--- src/rtl/rr_arbiter8_if.sv ---
// Request/grant bundle between the requesters and the round-robin arbiter.
// Handshake: a requester raises req[i] and holds it until granted and for the whole
// transaction; the grant is held while req[i] stays high. Dropping req[i] releases it.
interface rr_arbiter8_if;
    logic [7:0] req;
    logic [7:0] gnt;
    logic [2:0] gnt_idx;
    logic       gnt_valid;
    logic       timeout;

    modport master (output req, input gnt, gnt_idx, gnt_valid, timeout);
    modport slave  (input req, output gnt, gnt_idx, gnt_valid, timeout);
endinterface

--- src/rtl/rr_arbiter8.sv ---
// Eight-way round-robin arbiter with registered one-hot/encoded grant and a hold
// timer that preempts a requester monopolising the resource while others wait.
module rr_arbiter8 #(
    parameter int MAX_HOLD = 16
) (
    input  logic          clk,
    input  logic          rst_n,
    rr_arbiter8_if.slave  bus,
    output logic          dbg_state_o
);

    localparam int CW = (MAX_HOLD > 2) ? $clog2(MAX_HOLD) : 1;
    localparam logic [CW-1:0] CNT_MAX = CW'(MAX_HOLD - 1);

    typedef enum logic [0:0] {IDLE = 1'b0, GRANT = 1'b1} state_t;

    state_t        state_q, state_d;
    logic [7:0]    gnt_q, gnt_d;
    logic [2:0]    idx_q, idx_d;
    logic [2:0]    ptr_q, ptr_d;
    logic [CW-1:0] cnt_q, cnt_d;
    logic          tmo_q, tmo_d;

    logic [2:0]    win;
    logic          found;
    logic [2:0]    cand;

    // Scan ptr, ptr+1, ... with 3-bit wraparound; first requester found wins.
    always_comb begin
        win   = ptr_q;
        found = 1'b0;
        cand  = ptr_q;
        for (int k = 0; k < 8; k++) begin
            cand = ptr_q + 3'(k);
            if (!found && bus.req[cand]) begin
                found = 1'b1;
                win   = cand;
            end
        end
    end

    always_comb begin
        state_d = state_q;
        gnt_d   = gnt_q;
        idx_d   = idx_q;
        ptr_d   = ptr_q;
        cnt_d   = cnt_q;
        tmo_d   = 1'b0;
        unique case (state_q)
            IDLE: begin
                cnt_d = '0;
                if (found) begin
                    gnt_d   = 8'b1 << win;
                    idx_d   = win;
                    state_d = GRANT;
                end else begin
                    gnt_d = '0;
                    idx_d = '0;
                end
            end
            GRANT: begin
                if (!bus.req[idx_q]) begin
                    // Release wins over a coincident preemption, so no timeout here.
                    gnt_d   = '0;
                    idx_d   = '0;
                    ptr_d   = idx_q + 3'd1;
                    cnt_d   = '0;
                    state_d = IDLE;
                end else if (cnt_q == CNT_MAX && |(bus.req & ~gnt_q)) begin
                    gnt_d   = '0;
                    idx_d   = '0;
                    ptr_d   = idx_q + 3'd1;
                    cnt_d   = '0;
                    tmo_d   = 1'b1;
                    state_d = IDLE;
                end else if (cnt_q != CNT_MAX) begin
                    cnt_d = cnt_q + 1'b1;
                end
            end
            default: state_d = IDLE;
        endcase
    end

    always_ff @(posedge clk or negedge rst_n) begin
        if (!rst_n) begin
            state_q <= IDLE;
            gnt_q   <= '0;
            idx_q   <= '0;
            ptr_q   <= '0;
            cnt_q   <= '0;
            tmo_q   <= 1'b0;
        end else begin
            state_q <= state_d;
            gnt_q   <= gnt_d;
            idx_q   <= idx_d;
            ptr_q   <= ptr_d;
            cnt_q   <= cnt_d;
            tmo_q   <= tmo_d;
        end
    end

    assign bus.gnt       = gnt_q;
    assign bus.gnt_idx   = idx_q;
    assign bus.gnt_valid = |gnt_q;
    assign bus.timeout   = tmo_q;
    assign dbg_state_o   = state_q;

endmodule
--- src/flat_wrapper.sv ---
// flat-port wrapper written by rule: the top's interface ports become plain ports
module rr_arbiter8_flat 
#(
    parameter int MAX_HOLD = 16
)
  (clk, rst_n, dbg_state_o, bus_req, bus_gnt, bus_gnt_idx, bus_gnt_valid, bus_timeout);
  rr_arbiter8_if bus_i ();
  input  logic clk;
  input  logic rst_n;
  output logic dbg_state_o;
  input wire logic [$bits(bus_i.req)-1:0] bus_req;
  output wire logic [$bits(bus_i.gnt)-1:0] bus_gnt;
  output wire logic [$bits(bus_i.gnt_idx)-1:0] bus_gnt_idx;
  output wire logic [$bits(bus_i.gnt_valid)-1:0] bus_gnt_valid;
  output wire logic [$bits(bus_i.timeout)-1:0] bus_timeout;
  assign bus_i.req = bus_req;
  assign bus_gnt = bus_i.gnt;
  assign bus_gnt_idx = bus_i.gnt_idx;
  assign bus_gnt_valid = bus_i.gnt_valid;
  assign bus_timeout = bus_i.timeout;
  rr_arbiter8 #(.MAX_HOLD(MAX_HOLD)) u_core (.clk(clk), .rst_n(rst_n), .bus(bus_i), .dbg_state_o(dbg_state_o));
endmodule
--- config.mk ---
export PLATFORM = sky130hd
export DESIGN_NAME = rr_arbiter8_flat
export DESIGN_NICKNAME = d
export VERILOG_FILES = /design/src/rtl/rr_arbiter8_if.sv /design/src/rtl/rr_arbiter8.sv /design/src/flat_wrapper.sv
export SDC_FILE = /design/constraint.sdc
export NUM_CORES = 1
export LEC_CHECK = 0
export ABC_AREA = 1
export CORE_ASPECT_RATIO = 2
export CORE_MARGIN = 2
export CORE_UTILIZATION = 50
export CTS_CLUSTER_DIAMETER = 120
export DETAILED_ROUTE_END_ITERATION = 10
export PLACE_DENSITY = 0.75
export SYNTH_ARGS = -nofsm -noshare
export SYNTH_HDL_FRONTEND = slang
export SYNTH_SLANG_ARGS = --single-unit
--- constraint.sdc ---
create_clock -name clk -period 6.5 [get_ports clk]
set_input_delay 1.95 -clock clk [delete_from_list [all_inputs] [get_ports clk]]
set_output_delay 1.95 -clock clk [all_outputs]
set_load 0.05 [all_outputs]
Word-level counts from Yosys, hierarchy flattened
Index checks and enable logic that the tools add are counted.
{"block": "totals", "ff_bits": 20, "inputBits": 10, "output_inout_bits": 14, "elab_cells": 105}
{"block": "op_classes", "n_addsub": 9, "magnitude_cmp": 9, "n_eq_ne": 5, "shift": 1, "muxes": 54, "n_bitwise": 3, "reduce_logical": 18}
{"operator": "< comparator 3 x 4 -> 1 bit, second input constant", "n": 9}
{"operator": "2-to-1 mux 3 bit", "n": 12}
{"operator": "binary-select mux 1 bit (select 3 bit)", "n": 9}
{"operator": "2-to-1 mux 8 bit", "n": 3}
{"operator": "2-to-1 mux 1 bit", "n": 23}
{"operator": "one-hot mux 8 bit (2 select lines)", "n": 1}
{"operator": "OR reduction 8 bit", "n": 2}
{"operator": "adder 3 bit, second input constant", "n": 4}
{"operator": "2-to-1 mux 4 bit", "n": 3}
{"operator": "bitwise AND 8 bit", "n": 1}
{"operator": "logical AND 1 bit", "n": 8}
{"operator": "!= test 4 bit, second input constant", "n": 2}
{"operator": "NOT 8 bit", "n": 1}
{"operator": "one-hot mux 4 bit (2 select lines)", "n": 1}
{"operator": "left shift 1 x 3 -> 8 bit, first input constant", "n": 1}
{"operator": "zero test 1 bit", "n": 7}
{"operator": "adder 3 x 1 -> 3 bit, second input constant", "n": 2}
{"operator": "adder 3 x 2 -> 3 bit, second input constant", "n": 2}
{"operator": "one-hot mux 3 bit (2 select lines)", "n": 1}
{"operator": "adder 4 x 1 -> 4 bit, second input constant", "n": 1}
{"operator": "equality test 4 bit, second input constant", "n": 1}
{"operator": "!= test 3 bit, second input constant", "n": 1}
{"operator": "!= test 2 bit, second input constant", "n": 1}
{"operator": "one-hot mux 1 bit (2 select lines)", "n": 1}
{"operator": "2 further kinds", "n": 2}

Longest topological paths before layout
Gate-level depths: netlist of run 1.
{"block": "depth", "word_depth": 27, "mapped_depth": 21, "ltp_nobuf": 20}

Worst setup path after synthesis of run 1
Ideal clock, no wire load.
{"block": "synth_timing", "path_kind": "input-to-reg", "start": "input port bus_req[7]", "end": "register u_core.idx_q[2], in the netlist u_core.bus.gnt_idx[2]", "setup_ns": 0.122, "t_arrival_ns": 3.165, "required_ns": 6.378, "path_slack_ns": 3.213, "path_stages": 18, "path_buffers": 0, "path_cell_list": "nand2_1 > nand3_1 > nand2_1 > nand2_1 > nand2_2 > nand3_1 > inv_1 > nand2_1 > nand3_1 > nand2_1 > nand2_1 > nand2_1 > nand2_1 > nand2_1 > nand2_2 > nand2_2 > nand2_1 > o21ai_1"}
{"block": "synth_via", "elab_chain_cells": 26, "elab_cells_between_ends": 54, "classes_between": "eq/ne (1); mux (36); bitwise (1); reduce/logical (16)"}
{"item": "start: declaration", "line_no": "flat_wrapper.sv:11", "text": "input wire logic [$bits(bus_i.req)-1:0] bus_req;"}
{"item": "binary-select mux 1 bit (select 3 bit)", "line_no": "rr_arbiter8.sv:35", "text": "if (!found && bus.req[cand]) begin"}
{"item": "2-to-1 mux 1 bit (implied by the code)", "line_no": "rr_arbiter8.sv:35"}
{"item": "2-to-1 mux 1 bit", "line_no": "rr_arbiter8.sv:35"}
{"item": "zero test 1 bit", "line_no": "rr_arbiter8.sv:35"}
{"item": "logical AND 1 bit", "line_no": "rr_arbiter8.sv:35"}
{"item": "2-to-1 mux 1 bit", "line_no": "rr_arbiter8.sv:35"}
{"item": "zero test 1 bit", "line_no": "rr_arbiter8.sv:35"}
{"item": "logical AND 1 bit", "line_no": "rr_arbiter8.sv:35"}
{"item": "[10 not listed]"}
{"item": "zero test 1 bit", "line_no": "rr_arbiter8.sv:35"}
{"item": "logical AND 1 bit", "line_no": "rr_arbiter8.sv:35"}
{"item": "2-to-1 mux 1 bit", "line_no": "rr_arbiter8.sv:35"}
{"item": "zero test 1 bit", "line_no": "rr_arbiter8.sv:35"}
{"item": "logical AND 1 bit", "line_no": "rr_arbiter8.sv:35"}
{"item": "2-to-1 mux 3 bit or 2-to-1 mux 1 bit (tied branches)", "line_no": "rr_arbiter8.sv:35"}
{"item": "2-to-1 mux 3 bit", "line_no": "rr_arbiter8.sv:52", "text": "if (found) begin"}
{"item": "one-hot mux 3 bit (2 select lines)", "line_no": "rr_arbiter8.sv:49", "text": "unique case (state_q)"}
{"item": "end signal: assignment", "line_no": "rr_arbiter8.sv:95", "text": "idx_q <= idx_d;"}
{"item": "end: declaration", "line_no": "rr_arbiter8.sv:19", "text": "logic [2:0] idx_q, idx_d;"}
Parallel ways exist; a longest one is shown, timed or not. The select of a mux whose other input is x is not followed.
A chain may end at the register's enable or synchronous reset.

Worst setup path after layout of run 1
{"block": "layout_timing", "start": "input port bus_req[3]", "end": "register u_core.gnt_q[2], in the netlist u_core.bus.gnt[2]"}
{"block": "layout_via", "elab_chain_cells": 27, "elab_cells_between_ends": 55, "classes_between": "eq/ne (1); shift (1); mux (36); bitwise (1); reduce/logical (16)"}
{"item": "binary-select mux 1 bit (select 3 bit)", "line_no": "rr_arbiter8.sv:35"}
{"item": "2-to-1 mux 1 bit (implied by the code)", "line_no": "rr_arbiter8.sv:35"}
{"item": "2-to-1 mux 1 bit", "line_no": "rr_arbiter8.sv:35"}
{"item": "zero test 1 bit", "line_no": "rr_arbiter8.sv:35"}
{"item": "logical AND 1 bit", "line_no": "rr_arbiter8.sv:35"}
{"item": "2-to-1 mux 1 bit", "line_no": "rr_arbiter8.sv:35"}
{"item": "zero test 1 bit", "line_no": "rr_arbiter8.sv:35"}
{"item": "logical AND 1 bit", "line_no": "rr_arbiter8.sv:35"}
{"item": "[11 not listed]"}
{"item": "logical AND 1 bit", "line_no": "rr_arbiter8.sv:35"}
{"item": "2-to-1 mux 1 bit", "line_no": "rr_arbiter8.sv:35"}
{"item": "zero test 1 bit", "line_no": "rr_arbiter8.sv:35"}
{"item": "logical AND 1 bit", "line_no": "rr_arbiter8.sv:35"}
{"item": "2-to-1 mux 3 bit", "line_no": "rr_arbiter8.sv:35"}
{"item": "left shift 1 x 3 -> 8 bit", "line_no": "rr_arbiter8.sv:53", "text": "gnt_d = 8'b1 << win;"}
{"item": "2-to-1 mux 8 bit", "line_no": "rr_arbiter8.sv:52"}
{"item": "one-hot mux 8 bit (2 select lines)", "line_no": "rr_arbiter8.sv:49"}
{"item": "end signal: assignment", "line_no": "rr_arbiter8.sv:94", "text": "gnt_q <= gnt_d;"}
{"item": "end: declaration", "line_no": "rr_arbiter8.sv:18", "text": "logic [7:0] gnt_q, gnt_d;"}
Parallel ways exist; a longest one is shown, timed or not. The select of a mux whose other input is x is not followed.

==> metrics.yaml, run 1 <==
critical_path.startpoint_type: "primary input"
worst_skew_pair.late_latency_ns: 0.26
clock_sink_count: 20
htreeDepth: 1
part_of_the_yosys_area_used_for_sequential_elements: 0.275
critical_path_maximum_fanout: 10
synth-edff-count: 0
floorplan.core_area_mm2: 0.00357
firstDrtPassIters: 4
timing.fmax_ghz: 0.256
fin_tns_setup_ns: 0
ys_seq_elements: 20
max_cap_violations: 0
tightestPinTransition_ns: 0.896
global_route_wire_length_before_repair_um: 8270
hold-worst-slack_ns: 0.545
synth.area.top_cells: "sky130_fd_sc_hd__dfrtp_1, sky130_fd_sc_hd__nand2_1, sky130_fd_sc_hd__nand3_1"
cts-buffers-inserted: 3
synthDistinctLibCells: 31
synth_top_flop_cell: "sky130_fd_sc_hd__dfrtp_1"
grt_antenna_before_repair: 0
floorplan.initialDensity: 0.509
finalNetCount: 325
clkSlewWorstSetupHoldPaths_ns: 0.07
die-area_mm2: 0.00416
area_growth_pct: 17.5
synthMuxAreaShare: 0
wl_per_cell_um: 13.9
1st_iter_drt_viols: 47
global_route.overflow_total: 0
filler_cell_count: 357
fp.dieH_um: 89.3
synth_fa_ha_area_frac: 0.0275
synth-async-reset-ratio: 1.00
largest_net_degree_at_the_start_of_global_routing: 21
yosys.cell_count.top_type: "sky130_fd_sc_hd__nand2_1"
clock_tree.buffer_depth: 2
track_usage: 0.276
detailedPlacementHpwl_um: 4090
ioPinCount: 24
floorplan.die.width_um: 46.6
area_of_the_mapped_netlist_mm2: 0.00182
grt_setup_unrepaired: "no"
yosys.area_share.simple: 0.515
holdCritPathClass: "reg -> reg"
cts_setup_buffers: 0
placementRows: 31
setup_slack_ns: 2.60
syn-num-nets: 301
io_buffers: 23
path_class: "in -> reg"
timing.critical_path.required_ns: 6.64
synth.largest_area_cell: "sky130_fd_sc_hd__dfrtp_1"
post-route-drc-count: 0
worst-endpoint-arrival_ns: 4.05
hold_violations: 0
synth_top_cell_area_share: 0.275
post_synth.cell_area_avg_um2: 6.33
cts_tree: "done"
finalClockSkew_ns: 0.00577
via_count: 1955
outcome: "complete, no violations"
pre_cts_ws_ns: 2.39
yosys_warnings: 0
final_min_period_over_clock_period: 0.601
post_synthesis_compound_gate_area_fraction: 0.0812
clock-root-buffer: "sky130_fd_sc_hd__clkbuf_8"
synth_top_cells_by_count: "sky130_fd_sc_hd__nand2_1, sky130_fd_sc_hd__nand3_1, sky130_fd_sc_hd__inv_1"
relSlewSlack: 0.401
antenna-diode-count: 0
report.final.slew_viol_count: 0
final_layout_size_suffix_gt1_frac: 0.139
place_congestion: 0.929
post_cts.resized_instances: 0
synth_xor_area_frac: 0.0193
vias_per_cell: 5.45
synth_top_family_by_area: "simple AND/OR/NAND/NOR gates"
number_of_global_route_vias_before_repair: 1887
min_period_ns: 3.90
synth_cells: 287
postRouteWirelength_um: 5000
hold_buffers: 0
crit_path_end_kind: "flop"
route.antenna.remaining_nets: 0
setup_violations: 0
## worst max-delay path, cell delays in order
cell and delay [ns]:
sky130_fd_sc_hd__clkdlybuf4s50_1 0.51, sky130_fd_sc_hd__nand2_1 0.16, sky130_fd_sc_hd__nand3_2 0.09, sky130_fd_sc_hd__nand2_1 0.11, sky130_fd_sc_hd__nand2_1 0.07, sky130_fd_sc_hd__nand2_1 0.16
sky130_fd_sc_hd__nand4_2 0.14, sky130_fd_sc_hd__nor2_2 0.16, sky130_fd_sc_hd__nand2_1 0.07, sky130_fd_sc_hd__o21ai_1 0.28, sky130_fd_sc_hd__inv_2 0.15, sky130_fd_sc_hd__nand4_1 0.14
sky130_fd_sc_hd__nand2_1 0.06
## state kept, by name, indices dropped and copies added, names as in the netlist
register and count:
u_core.bus.timeout 1, u_core.bus.gnt 8, u_core.ptr_q 3, u_core.cnt_q 4
u_core.bus.gnt_idx 3, u_core.dbg_state_o 1
## routing by layer
metal | GRT usage | share of wire | up-vias
met5 | 0 | 0 | -
met4 | 0.174 | 0.057 | 0
met2 | 0.511 | 0.56 | 60
li1 | - | - | 986
met1 | 0.270 | 0.36 | 886
met3 | 0.0303 | 0.030 | 23
## cell usage in the layout (no fill, tap or decap), types with 5 or more instances in the layout
master	count
sky130_fd_sc_hd__clkdlybuf4s50_1	23
sky130_fd_sc_hd__nand4_1	6
sky130_fd_sc_hd__dfrtp_1	20
sky130_fd_sc_hd__inv_1	22
sky130_fd_sc_hd__nand2_1	103
sky130_fd_sc_hd__o21ai_0	5
sky130_fd_sc_hd__nand3_1	44
sky130_fd_sc_hd__inv_2	10
sky130_fd_sc_hd__nand2_2	12
sky130_fd_sc_hd__nor2_1	17
sky130_fd_sc_hd__nand3_2	6
sky130_fd_sc_hd__o22ai_1	5
## final cells by class
class,count,area (um^2),area share
flip-flops and latches,20,500,0.234
inverters,32,120,0.0562
well taps,49,61.3,0.0287
repair buffers,23,230,0.108
clock buffers,4,55.1,0.0258
multi-input cells,231,1170,0.547
## stage by stage
step / instance area [um^2] / cells / utilization
CTS: 2140 / 359 / 0.599
detailed placement: 2080 / 355 / 0.583
floorplan: 1820 / 287 / -
global placement: 2080 / 355 / 0.583
finish: 2140 / 359 / 0.599
global route: 2140 / 359 / 0.599
## worst paths after layout
check	start	endpoint	slack [ns]	depth (start not counted)
worst min register to register	u_core.cnt_q[1]$_DFFE_PN0P_	u_core.cnt_q[1]$_DFFE_PN0P_	0.54	2
worst max register to register	u_core.ptr_q[0]$_DFFE_PN0P_	u_core.bus.gnt[2]$_DFFE_PN0P_	3.35	14
min in group asynchronous	rst_n	u_core.cnt_q[2]$_DFFE_PN0P_	2.19	1
worst min-delay path	u_core.cnt_q[1]$_DFFE_PN0P_	u_core.cnt_q[1]$_DFFE_PN0P_	0.54	2
worst max-delay path	bus_req[3]	u_core.bus.gnt[2]$_DFFE_PN0P_	2.60	13
max in group asynchronous	rst_n	u_core.bus.gnt[2]$_DFFE_PN0P_	3.75	1
## cells by family (layout without fill, tap and decap cells)
logic type | count (synthesis) | after routing
xor+xnor | 4 | 4
compound gates | 24 | 24
flops | 20 | 20
buf+inv | 36 | 59
simple gates | 199 | 199
fa+ha+maj | 4 | 4
Power of run 1 is not shown: default switching activity piles up to over one toggle a cycle in this logic, so the estimate is an artifact.
==> run 2, diff against run 1 <==
==> constraint.sdc (replaced) <==
create_clock -name clk -period 3.6 [get_ports clk]
set_input_delay 1.08 -clock clk [delete_from_list [all_inputs] [get_ports clk]]
set_output_delay 1.08 -clock clk [all_outputs]
set_load 0.05 [all_outputs]
==> metrics.yaml, run 2 (synthesis gave the netlist of run 1 again) <==
cts_setup_buffers: 0  # unchanged
report.final.slew_viol_count: 0  # unchanged
htreeDepth: 1  # unchanged
clock-root-buffer: "sky130_fd_sc_hd__clkbuf_8"  # unchanged
worst_skew_pair.late_latency_ns: 0.26  # about the same
critical_path.startpoint_type: "primary input"  # unchanged
hold_buffers: 0  # unchanged
final_min_period_over_clock_period: 0.823
final_util: 0.601  # was 0.599
place_congestion: 0.934  # was 0.929
timing.fmax_ghz: 0.337
cts-buffers-inserted: 3  # unchanged
fin_tns_setup_ns: 0  # unchanged
post-route-drc-count: 0  # unchanged
layout.cells.most_common: "sky130_fd_sc_hd__nand2_1"  # unchanged
setup_violations: 0  # unchanged
fp.dieH_um: 89.3  # unchanged
timing.critical_path.slowest_stage_cell: "sky130_fd_sc_hd__clkdlybuf4s50_1"  # unchanged
postRouteWirelength_um: 5070  # was 5000 um
global_route_wire_length_before_repair_um: 8250  # was 8270 um
largest_net_degree_at_the_start_of_global_routing: 21  # unchanged
final_cell_mix: "sky130_fd_sc_hd__nand2_1, sky130_fd_sc_hd__nand3_1, sky130_fd_sc_hd__clkdlybuf4s50_1"  # unchanged
grt_setup_unrepaired: "no"  # unchanged
antenna-diode-count: 0  # unchanged
die-area_mm2: 0.00416  # unchanged
clkSlewWorstSetupHoldPaths_ns: 0.07  # about the same
io_buffers: 23  # unchanged
crit_top_cell: "sky130_fd_sc_hd__nand2_1"  # unchanged
final_layout_size_suffix_gt1_frac: 0.144  # was 0.139
ioPinCount: 24  # unchanged
timing.critical_path.required_ns: 3.80  # was 6.64 ns
detailedPlacementHpwl_um: 4170  # was 4090 um
relSlewSlack: 0.397  # was 0.401
grt_antenna_before_repair: 0  # unchanged
number_of_global_route_vias_before_repair: 1881  # was 1887
clock_tree.buffer_depth: 2  # unchanged
route.antenna.remaining_nets: 0  # unchanged
tightestPinTransition_ns: 0.902  # was 0.896 ns
critical_path_maximum_fanout: 4  # was 10
post_cts.resized_instances: 0  # unchanged
vias_per_cell: 5.42  # was 5.45
max_cap_violations: 0  # unchanged
cts_tree: "done"  # unchanged
worst-endpoint-arrival_ns: 3.16  # was 4.05 ns
clock_sink_count: 20  # unchanged
holdCritPathClass: "reg -> reg"  # unchanged
floorplan.initialDensity: 0.509  # unchanged
wl_per_cell_um: 14.0  # was 13.9 um
global_route.overflow_total: 0  # unchanged
area_growth_pct: 18.0  # was 17.5%
outcome: "complete, no violations"  # unchanged
firstDrtPassIters: 4  # unchanged
1st_iter_drt_viols: 28  # was 47
timing.critical_path.cells: "clkdlybuf4s50_1 -> nand2_1 -> nand3_2 -> nand2_1 -> nand2_1 -> nand2_1 -> nand4_2 -> nor2_2 -> nand3_2 -> nand2_1 -> inv_2 -> nand2_4 -> nand2_2 -> nor2_2 -> nand4_1 -> nand2_1"  # was clkdlybuf4s50_1 -> nand2_1 -> nand3_2 -> nand2_1 -> nand2_1 -> nand2_1 -> nand4_2 -> nor2_2 -> nand2_1 -> o21ai_1 -> inv_2 -> nand4_1 -> nand2_1
hold-worst-slack_ns: 0.547  # was 0.545 ns
via_count: 1958  # was 1955
floorplan.die.width_um: 46.6  # unchanged
finalClockSkew_ns: 0.00400  # was 0.00577 ns
track_usage: 0.273  # was 0.276
crit_path_end_kind: "flop"  # unchanged
largest_reg_flops: 8  # unchanged
reg2reg_slack_ns: 0.65  # was 3.35 ns
min_period_ns: 2.96
timing.critical_path.slowest_cell_delay_ns: 0.48  # was 0.51 ns
floorplan.core_area_mm2: 0.00357  # unchanged
finalNetCount: 328  # was 325
path_class: "in -> reg"  # unchanged
hold_violations: 0  # unchanged
placementRows: 31  # unchanged
-- run 2: cell types whose count changed in the layout (fill, tap and decap cells not counted), sizes merged --
cell | previous run | this run
clkbuf | 4 | 3
buf | 0 | 3
-- run 2: worst paths after layout --
kind	from	to	cells after the start
worst max-delay path	bus_req[3]	u_core.bus.gnt[0]$_DFFE_PN0P_	16
worst min-delay path	u_core.cnt_q[1]$_DFFE_PN0P_	u_core.cnt_q[1]$_DFFE_PN0P_	2
worst max register to register	u_core.ptr_q[0]$_DFFE_PN0P_	u_core.bus.gnt[0]$_DFFE_PN0P_	17
worst min register to register	u_core.cnt_q[1]$_DFFE_PN0P_	u_core.cnt_q[1]$_DFFE_PN0P_	2
max in group asynchronous	rst_n	u_core.bus.gnt[0]$_DFFE_PN0P_	1
min in group asynchronous	rst_n	u_core.bus.timeout$_DFF_PN0_	1
-- run 2: cell type report --
class                      count  area, um^2
timing repair buffer          26         253
multi-input combinational    231        1170
inverter                      32         120
tap                           49        61.3
sequential                    20         500
clock buffer                   3        41.3
fill                         349        1420
-- run 2: worst max-delay path, delay by kind of cell --
kind          cells  cell delay, ns
buf+inv           2            0.53
simple gates     14            1.55
-- run 2: layer usage --
layer	up-vias	GRT usage	part of all wire
li1	986	-	-
met1	893	0.271	0.36
met2	57	0.529	0.56
met3	22	0.0202	0.030
met4	0	0.131	0.047
met5	-	0	0
-- run 2: stage by stage --
step | setup slack, ns | instances | cell area [um^2]
2_1_floorplan | 1.18 | 287 | 1820
3_3_place_gp | 0.367 | 358 | 2100
3_5_place_dp | 0.368 | 358 | 2100
4_1_cts | 0.636 | 361 | 2150
5_1_grt | 0.392 | 361 | 2150
6_report | 0.636 | 361 | 2150
Power of run 2 is left out for the same reason.
